`config.mk`:
```
export PLATFORM = sky130hd
export DESIGN_NAME = aes_bram_arbiter
export DESIGN_NICKNAME = d
export VERILOG_FILES = /design/src/rtl/aes_bram_arbiter.sv
export SDC_FILE = /design/constraint.sdc
export NUM_CORES = 1
export LEC_CHECK = 0
export CAP_MARGIN = 0
export CORE_ASPECT_RATIO = 0.6
export CORE_MARGIN = 2
export CORE_UTILIZATION = 43
export DETAILED_ROUTE_END_ITERATION = 8
export PLACE_DENSITY = 0.87
export SYNTH_ARGS = -nofsm -noshare
export SYNTH_HDL_FRONTEND = slang
export SYNTH_SLANG_ARGS = --single-unit
export TNS_END_PERCENT = 5
```
`constraint.sdc`:
```
create_clock -name aes_clk -period 3.7 [get_ports aes_clk]
set_clock_uncertainty 0.2 [all_clocks]
set_input_delay 0.74 -clock aes_clk [delete_from_list [all_inputs] [get_ports aes_clk]]
set_output_delay 0.74 -clock aes_clk [all_outputs]
set_load 0.01 [all_outputs]
```
`src/rtl/aes_bram_arbiter.sv`:
```
// Round-robin arbiter sharing one BRAM start/complete port among NUM_REQ AES engine controllers.
// Transactions are serialised through IDLE -> WAIT -> RELEASE and never aborted once issued.
module aes_bram_arbiter #(
    parameter int NUM_REQ = 2,
    parameter int ADDR_W  = 32,
    parameter int DATA_W  = 32
) (
    input  logic                       aes_clk,
    input  logic                       aes_rst_n,
    input  logic [NUM_REQ-1:0]         req_start_read,
    input  logic [NUM_REQ-1:0]         req_start_write,
    input  logic [NUM_REQ*ADDR_W-1:0]  req_addr,
    input  logic [NUM_REQ*DATA_W-1:0]  req_write_data,
    output logic [NUM_REQ-1:0]         req_complete,
    output logic [DATA_W-1:0]          req_read_data,
    output logic                       bram_start_read,
    output logic                       bram_start_write,
    output logic [ADDR_W-1:0]          bram_addr,
    output logic [DATA_W-1:0]          bram_write_data,
    input  logic [DATA_W-1:0]          bram_read_data,
    input  logic                       bram_complete,
    output logic [2:0]                 grant_id,
    output logic                       busy
);

    localparam logic [1:0] ST_IDLE    = 2'd0;
    localparam logic [1:0] ST_WAIT    = 2'd1;
    localparam logic [1:0] ST_RELEASE = 2'd2;

    logic [1:0]         state_r;
    logic [2:0]         rr_r;
    logic               is_read_r;

    logic               any_s;
    logic [2:0]         pick_s;
    logic               pick_rd_s;
    logic               pick_wr_s;
    logic [ADDR_W-1:0]  pick_addr_s;
    logic [DATA_W-1:0]  pick_wdata_s;
    logic [NUM_REQ-1:0] done_onehot_s;
    logic [2:0]         next_rr_s;
    logic               take_s;
    int                 off_s;
    int                 best_s;

    // Round-robin pick: the active requester with the smallest distance from rr wins.
    always_comb begin
        any_s        = 1'b0;
        pick_s       = 3'd0;
        pick_rd_s    = 1'b0;
        pick_wr_s    = 1'b0;
        pick_addr_s  = {ADDR_W{1'b0}};
        pick_wdata_s = {DATA_W{1'b0}};
        take_s       = 1'b0;
        off_s        = 0;
        best_s       = NUM_REQ;
        for (int i = 0; i < NUM_REQ; i++) begin
            off_s  = (i >= int'(rr_r)) ? (i - int'(rr_r)) : (i - int'(rr_r) + NUM_REQ);
            take_s = (req_start_read[i] || req_start_write[i]) && (off_s < best_s);
            best_s       = take_s ? off_s : best_s;
            any_s        = take_s ? 1'b1 : any_s;
            pick_s       = take_s ? 3'(i) : pick_s;
            pick_rd_s    = take_s ? req_start_read[i] : pick_rd_s;
            pick_wr_s    = take_s ? req_start_write[i] : pick_wr_s;
            pick_addr_s  = take_s ? req_addr[i*ADDR_W +: ADDR_W] : pick_addr_s;
            pick_wdata_s = take_s ? req_write_data[i*DATA_W +: DATA_W] : pick_wdata_s;
        end
    end

    // Completion one-hot for the granted requester and the rotated rr pointer.
    always_comb begin
        done_onehot_s = {NUM_REQ{1'b0}};
        for (int i = 0; i < NUM_REQ; i++) begin
            done_onehot_s[i] = (grant_id == 3'(i));
        end
        next_rr_s = (grant_id >= 3'(NUM_REQ - 1)) ? 3'd0 : (grant_id + 3'd1);
    end

    // Arbitration FSM with all outputs registered.
    always_ff @(posedge aes_clk or negedge aes_rst_n) begin
        if (!aes_rst_n) begin
            state_r          <= ST_IDLE;
            rr_r             <= 3'd0;
            is_read_r        <= 1'b0;
            req_complete     <= {NUM_REQ{1'b0}};
            req_read_data    <= {DATA_W{1'b0}};
            bram_start_read  <= 1'b0;
            bram_start_write <= 1'b0;
            bram_addr        <= {ADDR_W{1'b0}};
            bram_write_data  <= {DATA_W{1'b0}};
            grant_id         <= 3'd0;
            busy             <= 1'b0;
        end else begin
            case (state_r)
                ST_IDLE: begin
                    req_complete <= {NUM_REQ{1'b0}};
                    if (any_s) begin
                        bram_addr        <= pick_addr_s;
                        bram_write_data  <= pick_wdata_s;
                        grant_id         <= pick_s;
                        // Read wins when both strobes are up; the write is granted later.
                        bram_start_read  <= pick_rd_s;
                        bram_start_write <= pick_wr_s & ~pick_rd_s;
                        is_read_r        <= pick_rd_s;
                        busy             <= 1'b1;
                        state_r          <= ST_WAIT;
                    end else begin
                        bram_start_read  <= 1'b0;
                        bram_start_write <= 1'b0;
                        busy             <= 1'b0;
                        state_r          <= ST_IDLE;
                    end
                end
                ST_WAIT: begin
                    if (bram_complete) begin
                        bram_start_read  <= 1'b0;
                        bram_start_write <= 1'b0;
                        req_complete     <= done_onehot_s;
                        if (is_read_r) begin
                            req_read_data <= bram_read_data;
                        end else begin
                            req_read_data <= req_read_data;
                        end
                        state_r <= ST_RELEASE;
                    end else begin
                        state_r <= ST_WAIT;
                    end
                end
                ST_RELEASE: begin
                    req_complete <= {NUM_REQ{1'b0}};
                    rr_r         <= next_rr_s;
                    busy         <= 1'b0;
                    state_r      <= ST_IDLE;
                end
                default: begin
                    req_complete     <= {NUM_REQ{1'b0}};
                    bram_start_read  <= 1'b0;
                    bram_start_write <= 1'b0;
                    busy             <= 1'b0;
                    state_r          <= ST_IDLE;
                end
            endcase
        end
    end

endmodule

```
==> flow_summary.json, run 1 <==
{
  "grt_first_pass_wirelength_mm": 22.7,
  "worstSetupStartpointType": "input port",
  "clock_latency_ns": 0.34,
  "synthTopCellsByCount": "inv_1, dfrtp_1, nor2_1",
  "synth_cells": 472,
  "fin_setup_tns_ns": 0,
  "fillers": 805,
  "syn_avg_cell_area_um2": 10.8,
  "cts_hold_buf": 0,
  "tightest_slew_ns": 0.726,
  "drt-initial-drc-count": 120,
  "grt_max_degree": 55,
  "max_stage_delay_ns": 0.44,
  "min_path_type": "input port to async pin",
  "async_reset_ff_share_pct": 100,
  "drc": 0,
  "crit_path_max_fanout": 31,
  "ctsResizeCount": 0,
  "clock-sinks": 106,
  "synth_top_area_share_pct": 52.0,
  "ys_ff_latch": 106,
  "antenna_cells": 0,
  "num_vias": 4390,
  "ys_seq_area_share_pct": 52.0,
  "clock.fmax_mhz": 306,
  "min_period_ns": 3.27,
  "yosysMostFrequentCell": "inv_1",
  "synthTopCellsByArea": "dfrtp_1, a221oi_2, inv_1",
  "nets": 909,
  "clockRootBuffer": "clkbuf_16",
  "wl_per_cell_um": 16.8,
  "placementRows": 30,
  "ir_worst_vdd_v": 0.000367,
  "finalCritPeriodShare_pct": 88.3,
  "worst-setup-path-type": "input port to register",
  "start_util_pct": 44.7,
  "hpwl_mm": 11.7,
  "drtPass1Iterations": 4,
  "gr-total-overflow": 0,
  "relSlewSlack_pct": 51.6,
  "cts_made_buffers": 9,
  "yosysWarnings": 0,
  "clk_pin_slew_ns": 0.07,
  "clockBufferDepth": 2,
  "holdWs_ns": 0.240,
  "hold_viol_final": 0,
  "antenna_found_initial": 0,
  "area_delta_synth_final_pct": 62.3,
  "vias_per_cell": 4.86,
  "drtAntennaViolNets": 0,
  "htreeDepth": 3,
  "crit_chain": "clkdlybuf4s50_1, nor2_2, inv_2, ha_1, o21ai_1, a31oi_4, nand2b_1, a31o_4, buf_12, a221oi_1",
  "die_height_um": 88.3,
  "crit_slowest_cell": "clkdlybuf4s50_1",
  "r2r-end": "bram_write_data[2]",
  "dp_slack_ns": 0.0489,
  "cts_tree": "done",
  "maxCapViolCount": 0,
  "synthFlopType": "dfrtp_1",
  "postCtsSetupRepairBufs": 0,
  "drive_above_1_share_pct": 15.1,
  "dieArea_um2": 12800,
  "track_usage_pct": 23.3,
  "routed_wl_mm": 15.2,
  "setup_viol": 0,
  "r2r_start": "state_r[0]",
  "synth_largest_area_cell": "dfrtp_1",
  "synth_cell_type_count": 31,
  "die_x_um": 145,
  "fin_area_um2": 8270,
  "ios": 271,
  "cellLeakagePower_uw": 0.00382,
  "rsz0062_at_grt": "no",
  "grt_pass1_vias": 4608,
  "gp_congestion": 0.930,
  "worstSetupEndpointType": "register",
  "syn-cell-area_um2": 5100,
  "dpl-instance-area_um2": 8000,
  "portBuffers": 268,
  "fin_ws_ns": 0.432,
  "cp.required_ns": 3.72,
  "finalMaxSlewViolations": 0,
  "ff2ff_path_depth": 5,
  "core_um2": 11400,
  "synth_edf_count": 0,
  "ff2ff_setup_slack_ns": 1.49,
  "status": "complete, no violations",
  "worstPathArrival_ns": 3.29,
  "power.density_nw_per_um2": 749
}
==> area by class of cell <==
type / instances / area (um^2) / area share [%]
Timing Repair Buffer: 276 / 2800 / 33.9
Sequential cell: 106 / 2650 / 32.1
Multi-Input combinational cell: 214 / 1840 / 22.3
Inverter: 132 / 495 / 5.99
Clock buffer: 9 / 225 / 2.72
Tap cell: 160 / 200 / 2.42
Clock inverter: 6 / 52.6 / 0.635
==> worst max-delay path: cells and delay by family <==
family / cells / cell delay [ns]
AOI/OAI and AO/OA: 4 / 1.03
adders and majority gates: 1 / 0.27
and+or+nand+nor: 2 / 0.47
buffers and inverters: 3 / 0.76
==> kinds of logic (layout without fill, tap and decap cells) <==
| logic type | Yosys count | after routing | synth area share (%) |
|---|---|---|---|
| adders and majority gates | 3 | 3 | 0.736 |
| buffers and inverters | 157 | 423 | 12.8 |
| and+or+nand+nor | 87 | 87 | 7.07 |
| muxes | 36 | 36 | 7.85 |
| AOI/OAI and AO/OA | 81 | 81 | 19.4 |
| other | 2 | 7 | 0.147 |
| DFF | 106 | 106 | 52.0 |
==> registers in the layout, summed over array words and instances (netlist names) <==
signal and flops:
bram_addr 32, bram_write_data 32, req_read_data 32, req_complete 2, state_r 2, bram_start_read 1, bram_start_write 1, busy 1
grant_id 1, is_read_r 1, rr_r 1
==> report_power, final <==
group / internal, uW / total [uW] / leakage (uW) / switching (uW)
Clock: 462 / 907 / 0.000124 / 444
Sequential: 1730 / 2060 / 0.00121 / 326
Combinational: 1820 / 3230 / 0.00249 / 1410
==> per-stage QoR <==
stage,std cells,total power (uW),util [%]
2_1_floorplan,477,3640,-
3_3_place_gp,888,5180,70.1
3_5_place_dp,888,5330,70.1
4_1_cts,903,6260,72.5
5_1_grt,903,6570,72.5
6_report,903,6200,72.5
==> metal layers <==
layer  track usage (%)  wire length, um
met5                 0                0
met4              9.18              451
met3              8.28             1240
met2              41.7             7710
met1              25.9             5800
==> how the worst max path moves through the flow <==
stage | startpoint | endpoint | slack [ns] | cells past startpoint
2_1_floorplan | req_start_write[0] | bram_addr[10] | 0.95 | 10
3_3_place_gp | req_start_read[0] | bram_addr[31] | 0.27 | 10
3_5_place_dp | req_start_read[0] | bram_write_data[2] | 0.05 | 10
4_1_cts | req_start_read[0] | bram_write_data[2] | 0.45 | 10
5_1_grt | req_start_read[0] | bram_write_data[2] | 0.29 | 10
6_report | req_start_read[0] | bram_write_data[2] | 0.43 | 10
==> cell usage in the layout, fill, tap and decap left out, drive strengths merged <==
cell type        n
ha               3
inv            134
nand2            5
clkinvlp         4
a21oi            2
o21ai            8
nand2b           3
nor3b            1
and2             1
conb             7
clkdlybuf4s50  267
nor2            72
a211oi           1
mux2            32
a21o             1
mux2i            4
clkbuf           9
nor2b            4
a221oi          64
dfrtp          106
o21bai           1
o211ai           1
a31o             1
o31ai            1
a31oi            1
buf              9
or2              1
Note: power is estimated with default switching activity, not from simulation.
==> run 2: changes to the inputs <==
CORE_UTILIZATION = 44   (was 43)
CTS_BUF_LIST = sky130_fd_sc_hd__clkbuf_4   (was not set)
PLACE_DENSITY = 0.89   (was 0.87)
clock period = 4 ns   (was 3.7 ns; I/O delays follow)
==> run 2 against run 1 <==
Hold slack barely moved. Power fell by 12%. Sequential power fell by 8%. Critical path depth is the same. Register-to-register slack gained 0.22 ns. Clock power down 38%. Worst setup slack better by 0.27 ns. Non-clock buffer count did not move. Via count is 0.93% lower. Global-route usage is 0.18 points higher. Combinational power down 8.4%. Critical path type unchanged.
==> flow_summary.json, run 2 (synthesis results as in run 1) <==
{
  "hold_viol_final": 0,
  "reg.largest.list": "bram_addr: 32 flops, bram_write_data: 32 flops, req_read_data: 32 flops",
  "routed_wl_mm": 14.8,
  "hpwl_mm": 11.3,
  "clock_power_share_pct": 10.4,
  "grt_first_pass_wirelength_mm": 22.6,
  "fillers": 811,
  "r2r-end": "bram_write_data[1]",
  "ir_worst_vdd_v": 0.000397,
  "cts_hold_buf": 0,
  "tightest_slew_ns": 0.868,
  "power_frac_comb_pct": 54.6,
  "worst-setup-path-type": "input port to register",
  "num_vias": 4349,
  "die_x_um": 143,
  "crit_path_max_fanout": 33,
  "most-common-layout-cells": "clkdlybuf4s50_1, inv_1, dfrtp_1",
  "drc": 0,
  "start_util_pct": 45.1,
  "relSlewSlack_pct": 42.1,
  "ff2ff_path_depth": 5,
  "htreeDepth": 3,
  "area_delta_synth_final_pct": 59.0,
  "final_common_cell": "clkdlybuf4s50_1",
  "wl_per_cell_um": 16.3,
  "cts_tree": "done",
  "post-place-cells": 888,
  "gp_congestion": 0.905,
  "antenna_cells": 0,
  "finalCritPeriodShare_pct": 82.4,
  "rsz0062_at_grt": "no",
  "min_path_type": "input port to async pin",
  "ctsResizeCount": 0,
  "ff2ff_setup_slack_ns": 1.71,
  "r2r_start": "rr_r[0]",
  "cts_made_buffers": 9,
  "clock.fmax_mhz": 304,
  "power.density_nw_per_um2": 670,
  "antenna_found_initial": 0,
  "die_height_um": 87.4,
  "status": "complete, no violations",
  "clock_latency_ns": 0.44,
  "core_um2": 11300,
  "switchingPower_uw": 1960,
  "drive_above_1_share_pct": 15.2,
  "track_usage_pct": 23.5,
  "fin_setup_tns_ns": 0,
  "dieArea_um2": 12500,
  "utilization_pct": 71.7,
  "ios": 271,
  "p_sw_share_pct": 36.1,
  "setup_viol": 0,
  "drtPass1Iterations": 4,
  "drt-initial-drc-count": 164,
  "crit_start": "req_start_read[0]",
  "gr-total-overflow": 0,
  "clk_pin_slew_ns": 0.17,
  "placementRows": 30,
  "fin_area_um2": 8110,
  "cellLeakagePower_uw": 0.00376,
  "worstPathArrival_ns": 3.43,
  "cp.required_ns": 4.14,
  "grt_pass1_vias": 4559,
  "postCtsSetupRepairBufs": 0,
  "seq_power_share_pct": 35.0,
  "finalMaxSlewViolations": 0,
  "internal_power_uw": 3470,
  "clock-sinks": 106,
  "multi_input_area_um2": 1840,
  "stdcell_count": 904,
  "worstSetupEndpointType": "register",
  "portBuffers": 268,
  "worstSetupStartpointType": "input port",
  "ff_latch_area_um2": 2650,
  "drtAntennaViolNets": 0,
  "maxCapViolCount": 0,
  "clockRootBuffer": "clkbuf_4",
  "vias_per_cell": 4.81,
  "clockBufferDepth": 2,
  "min_period_ns": 3.29,
  "dpl-instance-area_um2": 7960,
  "grt_max_degree": 69,
  "nets": 909,
  "holdWs_ns": 0.241
}
==> run 2: final cells by class <==
cell class                 instances  area share [%]
multi-input combinational        214            22.8
inverter                         132            6.11
sequential                       106            32.7
timing repair buffer             276            34.1
tap                              160            2.47
clock buffer                      10           0.926
clock inverter                     6           0.911
==> run 2: power by group through the flow <==
| stage | combinational (uW) | clock [uW] | sequential (uW) |
|---|---|---|---|
| detailed placement | 2990 | 0 | 1920 |
| global route | 3170 | 635 | 1960 |
| CTS | 3000 | 588 | 1900 |
| global placement | 2890 | 0 | 1890 |
| finish | 2960 | 566 | 1900 |
| floorplan | 1240 | 0 | 2120 |
==> run 2: worst max-delay path: stages <==
cell and delay (ns):
clkdlybuf4s50_1 0.45, nor2_2 0.21, inv_2 0.09, ha_1 0.28, o21ai_1 0.23, a31oi_4 0.08, nand2b_1 0.23, a31o_4 0.42
buf_12 0.25, a221oi_1 0.36
==> run 2: through the flow <==
step                      setup WS (ns)  power, uW
after floorplan                    1.19       3370
after global placement            0.413       4780
after detailed placement          0.235       4910
after CTS                         0.721       5480
after global routing              0.633       5770
final                             0.706       5430
==> run 2: routing by layer <==
layer | GRT usage (%) | vias to the layer above | part of all wire (%)
li1 | - | 2057 | -
met1 | 27.2 | 2089 | 40
met2 | 42.2 | 179 | 51
met3 | 7.70 | 24 | 7.6
met4 | 6.57 | 0 | 1.8
met5 | 0 | - | 0
==> run 2: worst max path at each step <==
stage                          to  slack [ns]
2_1_floorplan       bram_addr[10]        1.19
4_1_cts        bram_write_data[1]        0.72
3_5_place_dp   bram_write_data[1]        0.23
3_3_place_gp   bram_write_data[2]        0.41
5_1_grt        bram_write_data[1]        0.63
6_report       bram_write_data[1]        0.71
